**src/rtl/next_state_sequencer_pkg.sv**
```systemverilog
// Shared control encodings, state constants and the instruction-to-state table.
package next_state_sequencer_pkg;

  localparam int unsigned STATE_W  = 7;
  localparam int unsigned OPCODE_W = 6;
  localparam int unsigned FUNCT_W  = 6;

  typedef enum logic [2:0] {
    NS_ENCODE = 3'd0,
    NS_FETCH  = 3'd1,
    NS_JUMP   = 3'd2,
    NS_INC    = 3'd3,
    NS_CJUMP  = 3'd4,
    NS_CENC   = 3'd5,
    NS_WAIT   = 3'd6,
    NS_HALT   = 3'd7
  } ns_ctl_e;

  typedef enum logic [1:0] {
    CS_MOC   = 2'd0,
    CS_COND  = 2'd1,
    CS_ONE   = 2'd2,
    CS_ZERO  = 2'd3
  } cond_sel_e;

  localparam logic [STATE_W-1:0] RESET_ST = 7'd0;
  localparam logic [STATE_W-1:0] FETCH_ST = 7'd1;
  localparam logic [STATE_W-1:0] HALT_ST  = 7'd5;

  // Instruction decode table: maps opcode/funct to the first execute state.
  function automatic logic [STATE_W-1:0] encode_state(
    input logic [OPCODE_W-1:0] opcode,
    input logic [FUNCT_W-1:0]  funct
  );
    logic [STATE_W-1:0] st;
    st = HALT_ST;
    case (opcode)
      6'h00: begin
        if (funct == 6'h21)      st = 7'd6;
        else if (funct == 6'h23) st = 7'd16;
        else                     st = HALT_ST;
      end
      6'h23:   st = 7'd7;
      6'h2B:   st = 7'd10;
      6'h04:   st = 7'd31;
      6'h0F:   st = 7'd30;
      default: st = HALT_ST;
    endcase
    return st;
  endfunction

endpackage

```
**src/rtl/next_state_sequencer_instr_state_encoder.sv**
```systemverilog
// Combinational instruction encoder: opcode/funct to dispatch state.
module instr_state_encoder
  import next_state_sequencer_pkg::*;
(
  input  logic [5:0] opcode,
  input  logic [5:0] funct,
  output logic [6:0] enc_state
);

  // Table lookup lives in the package so it has a single definition.
  always_comb begin
    enc_state = encode_state(opcode, funct);
  end

endmodule

```
**src/rtl/next_state_sequencer.sv**
```systemverilog
// Microprogram next-state sequencer with WAIT handshake and sticky timeout.
module next_state_sequencer
  import next_state_sequencer_pkg::*;
#(
  parameter int unsigned NUM_STATES = 37,
  parameter int unsigned WAIT_LIMIT = 16
) (
  input  logic       clk,
  input  logic       reset,
  input  logic [5:0] opcode,
  input  logic [5:0] funct,
  input  logic [2:0] ns_ctl,
  input  logic [1:0] cond_sel,
  input  logic       inv,
  input  logic [6:0] cr_addr,
  input  logic       moc,
  input  logic       cond,
  output logic [6:0] current_state,
  output logic       wait_active,
  output logic       timeout
);

  localparam int unsigned CNT_W = 5;

  logic [STATE_W-1:0] state_q, state_d;
  logic [CNT_W-1:0]   wait_cnt_q, wait_cnt_d;
  logic               timeout_q, timeout_d;
  logic [STATE_W-1:0] enc_state;
  logic [STATE_W-1:0] state_inc;
  logic [STATE_W-1:0] sel_state;
  logic               sel_cond;
  logic               s_cond;
  logic               wait_hit;

  instr_state_encoder u_encoder (
    .opcode    (opcode),
    .funct     (funct),
    .enc_state (enc_state)
  );

  // Condition select and polarity.
  always_comb begin
    sel_cond = 1'b0;
    case (cond_selhelper(cond_sel))
      CS_MOC:  sel_cond = moc;
      CS_COND: sel_cond = cond;
      CS_ONE:  sel_cond = 1'b1;
      CS_ZERO: sel_cond = 1'b0;
      default: sel_cond = 1'b0;
    endcase
    s_cond      = sel_cond ^ inv;
    wait_active = (ns_ctl == NS_WAIT) && !s_cond;
  end

  function automatic cond_sel_e cond_selhelper(input logic [1:0] v);
    return cond_sel_e'(v);
  endfunction

  // Next-state selection, wait timeout and range clamp.
  always_comb begin
    state_inc  = state_q + 7'd1;
    sel_state  = RESET_ST;
    wait_cnt_d = '0;
    timeout_d  = timeout_q;
    wait_hit   = 1'b0;

    case (ns_ctl_e'(ns_ctl))
      NS_ENCODE: sel_state = enc_state;
      NS_FETCH:  sel_state = FETCH_ST;
      NS_JUMP:   sel_state = cr_addr;
      NS_INC:    sel_state = state_inc;
      NS_CJUMP:  sel_state = s_cond ? cr_addr : state_inc;
      NS_CENC:   sel_state = s_cond ? enc_state : state_inc;
      NS_WAIT:   sel_state = s_cond ? state_inc : state_q;
      NS_HALT:   sel_state = RESET_ST;
      default:   sel_state = RESET_ST;
    endcase

    // The limit-th consecutive unsatisfied cycle diverts to the halt state.
    if (wait_active) begin
      if (wait_cnt_q == CNT_W'(WAIT_LIMIT - 1)) begin
        wait_hit   = 1'b1;
        wait_cnt_d = '0;
        timeout_d  = 1'b1;
      end else begin
        wait_cnt_d = wait_cnt_q + 5'd1;
      end
    end

    if (wait_hit) begin
      sel_state = HALT_ST;
    end

    state_d = (32'(sel_state) >= NUM_STATES) ? RESET_ST : sel_state;
  end

  // State, wait counter and sticky timeout registers.
  always_ff @(posedge clk) begin
    if (reset) begin
      state_q    <= RESET_ST;
      wait_cnt_q <= '0;
      timeout_q  <= 1'b0;
    end else begin
      state_q    <= state_d;
      wait_cnt_q <= wait_cnt_d;
      timeout_q  <= timeout_d;
    end
  end

  assign current_state = state_q;
  assign timeout       = timeout_q;

endmodule

```
**config.mk**
```make
export PLATFORM = sky130hd
export DESIGN_NAME = next_state_sequencer
export DESIGN_NICKNAME = d
export VERILOG_FILES = /design/src/rtl/next_state_sequencer_pkg.sv /design/src/rtl/next_state_sequencer_instr_state_encoder.sv /design/src/rtl/next_state_sequencer.sv
export SDC_FILE = /design/constraint.sdc
export NUM_CORES = 1
export LEC_CHECK = 0
export CORE_ASPECT_RATIO = 1.4
export CORE_MARGIN = 2
export CORE_UTILIZATION = 49
export CTS_BUF_LIST = sky130_fd_sc_hd__clkbuf_4 sky130_fd_sc_hd__clkbuf_8
export DETAILED_ROUTE_END_ITERATION = 10
export GPL_ROUTABILITY_DRIVEN = 1
export GPL_TIMING_DRIVEN = 1
export PLACE_DENSITY_LB_ADDON = 0.15
export SYNTH_ARGS = -nofsm -noshare
export SYNTH_HDL_FRONTEND = slang
export SYNTH_SLANG_ARGS = --single-unit
```
**constraint.sdc**
```tcl
create_clock -name clk -period 3.4 [get_ports clk]
set_clock_uncertainty 0.15 [all_clocks]
set_input_delay 0.51 -clock clk [delete_from_list [all_inputs] [get_ports clk]]
set_output_delay 0.51 -clock clk [all_outputs]
set_load 0.01 [all_outputs]
```
# Word-level counts from Yosys, hierarchy flattened
# Cells that the tools add are included.
# word_totals
word_cells,44
output_inout_bits,9
register_bits,13
# op_classes
magnitude_cmp,1
eq_ne,17
reduce_logical,8
mux,11
bitwise,2
addsub,2
# op_table
operator,count
7-bit case mux with 8 select lines,1
7-bit two-way mux,5
7-bit case mux with 5 select lines,1
6-bit equality test (second input constant),4
3-bit equality test (second input constant),4
7-bit by 1-bit adder with 7-bit output (second input constant),1
7-bit by 6-bit >= comparator with 1-bit output (second input constant),1
3-bit by 2-bit equality test with 1-bit output (second input constant),2
6-bit by 3-bit equality test with 1-bit output (second input constant),1
6-bit by 4-bit equality test with 1-bit output (second input constant),1
6-bit zero test,1
5-bit by 1-bit adder with 5-bit output (second input constant),1
5-bit by 4-bit equality test with 1-bit output (second input constant),1
5-bit two-way mux,1
2-bit equality test (second input constant),2
1-bit case mux with 4 select lines,1
3-bit by 1-bit equality test with 1-bit output (second input constant),1
3-bit zero test,1
3-bit OR reduction,1
2-bit by 1-bit equality test with 1-bit output (second input constant),1
2-bit zero test,1
1-bit two-way mux,2
2-bit AND reduction,1
2-bit OR reduction,1
4 further kinds,4

# Logic depth before layout (Yosys ltp)
# Gate-level depths: netlist of the first run.
# depth
ltp_word,9
depth_mapped,9

# Modules after synthesis
# A second synthesis of the first run with hierarchy kept.
# hier_totals
hier_cells,185
area_unflattened_um2,1406.3
# modules_own_cells
mod,n_inst,area_per_inst_um2,cells_each
next_state_sequencer,1,1239.9,161
instr_state_encoder,1,166.4,24

# Worst setup path before layout of the first run
# OpenSTA, ideal clock, no wires.
# synth_path
path_type,input-to-reg
start,in cond_sel[0]
end,"reg state_q[0], in the netlist current_state[0]"
required_time_ns,3.180
setup_ns,0.070
t_arrival_ns,2.378
setup_slack_ns,0.802
cell_stages,8
path_cell_list,or4_4 > o21ai_4 > nor3_2 > or3_1 > a221o_1 > o31ai_1 > nand3_1 > a21oi_1
# synth_via
elab_chain_cells,9
word_cells_on_any_way,16
classes_between,order compare (1); eq/ne (3); mux (7); bitwise (1); reduce/logical (4)
# synth_rtl
element,line,source
start: declaration,next_state_sequencer.sv:13,"input logic [1:0] cond_sel,"
2-bit equality test (tied with other cells),next_state_sequencer.sv:44,case (cond_selhelper(cond_sel))
1-bit case mux with 4 select lines *,next_state_sequencer.sv:44,
1-bit bitwise XOR *,next_state_sequencer.sv:51,s_cond = sel_cond ^ inv;
branches (longest 3 deep; another with 7-bit case mux with 8 select lines),--,
7-bit two-way mux *,next_state_sequencer.sv:90,if (wait_hit) begin
7-bit by 6-bit >= comparator with 1-bit output,next_state_sequencer.sv:94,state_d = (32'(sel_state) >= NUM_STATES) ? RESET_ST : sel_state;
2-bit OR reduction (no line),--,
end signal: assignment,next_state_sequencer.sv:104,state_q <= state_d;
end: declaration,next_state_sequencer.sv:25,"logic [STATE_W-1:0] state_q, state_d;"
# Mark *: on every way between the ends.
# A chain may end at the register's enable or synchronous reset.

# Final worst setup path of the first run
# layout_path
start,in cond_sel[0]
end,out wait_active
# layout_via
elab_chain_cells,5
word_cells_on_any_way,8
classes_between,eq/ne (3); mux (1); bitwise (1); reduce/logical (3)
# layout_rtl
element,line,source
2-bit equality test (tied with other cells),next_state_sequencer.sv:44,
1-bit case mux with 4 select lines *,next_state_sequencer.sv:44,
1-bit bitwise XOR *,next_state_sequencer.sv:51,
1-bit zero test *,next_state_sequencer.sv:52,wait_active = (ns_ctl == NS_WAIT) && !s_cond;
1-bit logical AND *,next_state_sequencer.sv:52,
end: declaration,next_state_sequencer.sv:19,"output logic wait_active,"
# Mark *: on every way between the ends. The rest lies on a longest branch, timed or not.

==> metrics.md, run 1 <==
| Metric | Value |
|---|---|
| Cell type with the largest total area after synthesis | dfxtp_1 |
| Post-detail-place hpwl | 3080 um |
| Min Clock Period, post-route | between 3 and 4 ns |
| Clock Sinks | 13 |
| DR pass1 iterations | 4 |
| Overall Power | about 0.44 mW |
| FF-to-FF setup slack | between 0.8 and 0.9 ns |
| Number of distinct library cells after synthesis | 52 |
| Cell Pwr Density | between 200 and 300 nW/um^2 |
| Number of antenna violations at the first check in global routing | 0 |
| Port Buf Inserts | 37 |
| Core ar. | ~2600 sq um |
| Outcome | completed |
| Synth Cell Area | 1310 sq um |
| Post-Syn Nets | between 200 and 250 |
| Count of hold-fix buffers inserted at cts | 0 |
| Critical Path RT | between 2 and 3 ns |
| Area Overhead vs Synth | 34.7% |
| Post-synth top cells | 24 x nor2_1, 20 x nand2_1, 13 x dfxtp_1 |
| Max-Cap Viols | 0 |
| Vias in the first global route | roughly 1,500 |
| Fin cells | 259 |
| Die height | about 65 um |
| Crit path capture type | output pin |
| Largest net degree at the start of global routing | 10 |
| Routed wire length | approximately 3700 um |
| Setup ws final | just over 0.06 ns |
| Postcts setup bufs | 0 |
| Top-area cell type share of the netlist area | 0.199 |
| Ys flop type | dfxtp_1 |
| Critical path peak fanout | 9 |
| Full die area | between 3000 and 4000 sq um |
| YS warnings | 0 |
| Slew @ Worst Pin | around 0.51 ns |
| Hold crit path type | reg -> reg |
| Ys async rst share | 0 |
| Tot GR Track Use | 0.251 |
| Top post-synthesis cells by area | dfxtp_1 20%, nor2_1 6.9%, nand2_1 5.7%, nor3_1 3.8%, o21ai_0 3.8% |
| Final hold vios | 0 |
| GP Congestion | 0.957 |
| Number of flops mapped to enable cells by yosys | 0 |
| Cell Rows | 22 |
| Drt drc | 0 |
| Clk slew on worst S/H paths | about 0.070 ns |
| Die width | between 40 and 50 um |
| P_leak | approximately 0.64 nW |
| # diodes | 0 |
| Total number of vias | ~1,500 |
| Fmax | ~0.3 GHz |
| Initial Util | 0.505 |
| Ratio of final minimum period to clock period | 0.982 |
| Share of layout cells above drive strength 1 | 0.0987 |
| Synth Instances | 181 |
| Final TNS setup | 0 ns |
| Final Slew Violations | 0 |
| Setup Viol. Count Final | 0 |
| Nets | 256 |
| Pre-CTS WS | 0.102 ns |
| Post-DRT Antenna Nets | 0 |
| Htree depth | 1 |
| CTS Root Cell | clkbuf_4 |
| DR vias/cell | between 5 and 6 |
| Syn_area_per_cell | 7.22 sq um |
| TritonCTS clock tree | built |
| First-pass GRT wire length | 5790 um |
| Relative slew slack | 0.655 |
| Sequential fraction of the synthesis area | 0.199 |
| Number of CTS-inserted buffers | 3 |
| Crit Path Class | in -> out |
| DP Cell Count | about 260 |
| Clk Latency, worst-skew pair | ~0.26 ns |
| Grt ovf | 0 |
| Worst vdd ir | between 0.0002 and 0.0003 V |
| Final Util | 0.681 |
| Post-CTS sizing | 0 |
| Top-count cell post-synth | nor2_1 |
| Initial DRC count | 24 |
| RSZ-0062 raised after global routing | false |
| Longest Clk Path Bufs | 2 |
| Routed WL per cell | around 14 um |
| CP arrival | about 2.7 ns |
| Startpoint Class | input port |
| Synth Register Bits | 13 |
| Ports | 38 |
## kinds of logic (layout without fill, tap and decap cells)
| kind of cell | count (synthesis) | after routing | synth area share |
|---|---|---|---|
| compound gates | 52 | 52 | 0.285 |
| xor+xnor | 9 | 9 | 0.0603 |
| fa+ha+maj | 3 | 3 | 0.0287 |
| buf+inv | 11 | 53 | 0.0421 |
| flops | 13 | 13 | 0.199 |
| mux | 2 | 2 | 0.0287 |
| other cells | 1 | 1 | 0.00287 |
| simple gates | 90 | 90 | 0.353 |
## metal layers
metal / global-route usage / share of wire / vias to the layer above
met2: 0.470 / 0.55 / 74
met3: 0.0357 / 0.067 / 14
met1: 0.246 / 0.36 / 695
met5: 0 / 0 / -
li1: - / - / 761
met4: 0.128 / 0.028 / 0
## cell type report
class | instances | area (sq um)
inverters | 7 | 26.3
clock buffers | 4 | 30.0
flip-flops and latches | 13 | 260
fillers | 255 | 826
repair buffers | 42 | 408
well taps | 36 | 45.0
multi-input cells | 157 | 992
## state kept, by name (all words and copies together) (netlist names)
| name | flops |
|---|---|
| current_state | 7 |
| timeout | 1 |
| wait_cnt_q | 5 |
## critical path, cell delays in order
cell and delay, ns:
clkdlybuf4s50_1 0.47, or4_4 0.59, o21ai_4 0.15, nor2_1 0.11
nor2_1 0.26, clkdlybuf4s50_1 0.60
## layout by cell type (no fill, tap or decap), types with 3 or more instances in the layout
master | Yosys | layout
nor2_1 | 24 | 24
clkdlybuf4s50_1 | 0 | 37
o21ai_0 | 10 | 10
o211ai_1 | 6 | 6
nor3_1 | 10 | 10
clkbuf_4 | 0 | 4
and3_1 | 4 | 4
nand3_1 | 7 | 7
a21oi_1 | 9 | 9
nor2b_1 | 4 | 4
xnor2_1 | 4 | 4
xor2_1 | 5 | 5
nand4_1 | 5 | 5
buf_4 | 1 | 5
dfxtp_1 | 13 | 13
nand2_1 | 20 | 20
ha_1 | 3 | 3
inv_1 | 7 | 7
## power by group
| group | switching [mW] | internal (mW) | leakage, nW |
|---|---|---|---|
| combinational | 0.0859 | 0.0880 | 0.514 |
| sequential | 0.0121 | 0.160 | 0.106 |
| clock | 0.0429 | 0.0533 | 0.0184 |
| total | 0.141 | 0.301 | 0.639 |
## through the flow
stage                     area (sq um)  hold WS [ns]
after floorplan                   1310         0.268
after global placement            1730         0.277
after detailed placement          1730         0.297
after CTS                         1760         0.311
after global routing              1760         0.330
final                             1760         0.302
## final timing paths
path                                     from                to  cells past startpoint
worst max-delay path              cond_sel[0]       wait_active                      6
worst min-delay path            wait_cnt_q[0]     wait_cnt_q[0]                      1
worst max register to register  wait_cnt_q[0]  current_state[1]                      9
worst min register to register  wait_cnt_q[0]     wait_cnt_q[0]                      1
No activity file was read; power rests on OpenSTA's default activity.
==> run 2, diff against run 1 <==
Settings changed: SKIP_LAST_GASP set to 1.
==> results of run 2 <==
Same layout as run 1: the final DEF is identical, and so are final timing and power.
==> run 3, diff against run 2 <==
Settings changed: ABC_CLOCK_PERIOD_IN_PS set to 3400.
==> results of run 3 <==
Same layout as run 1: the final DEF is identical, and so are final timing and power.
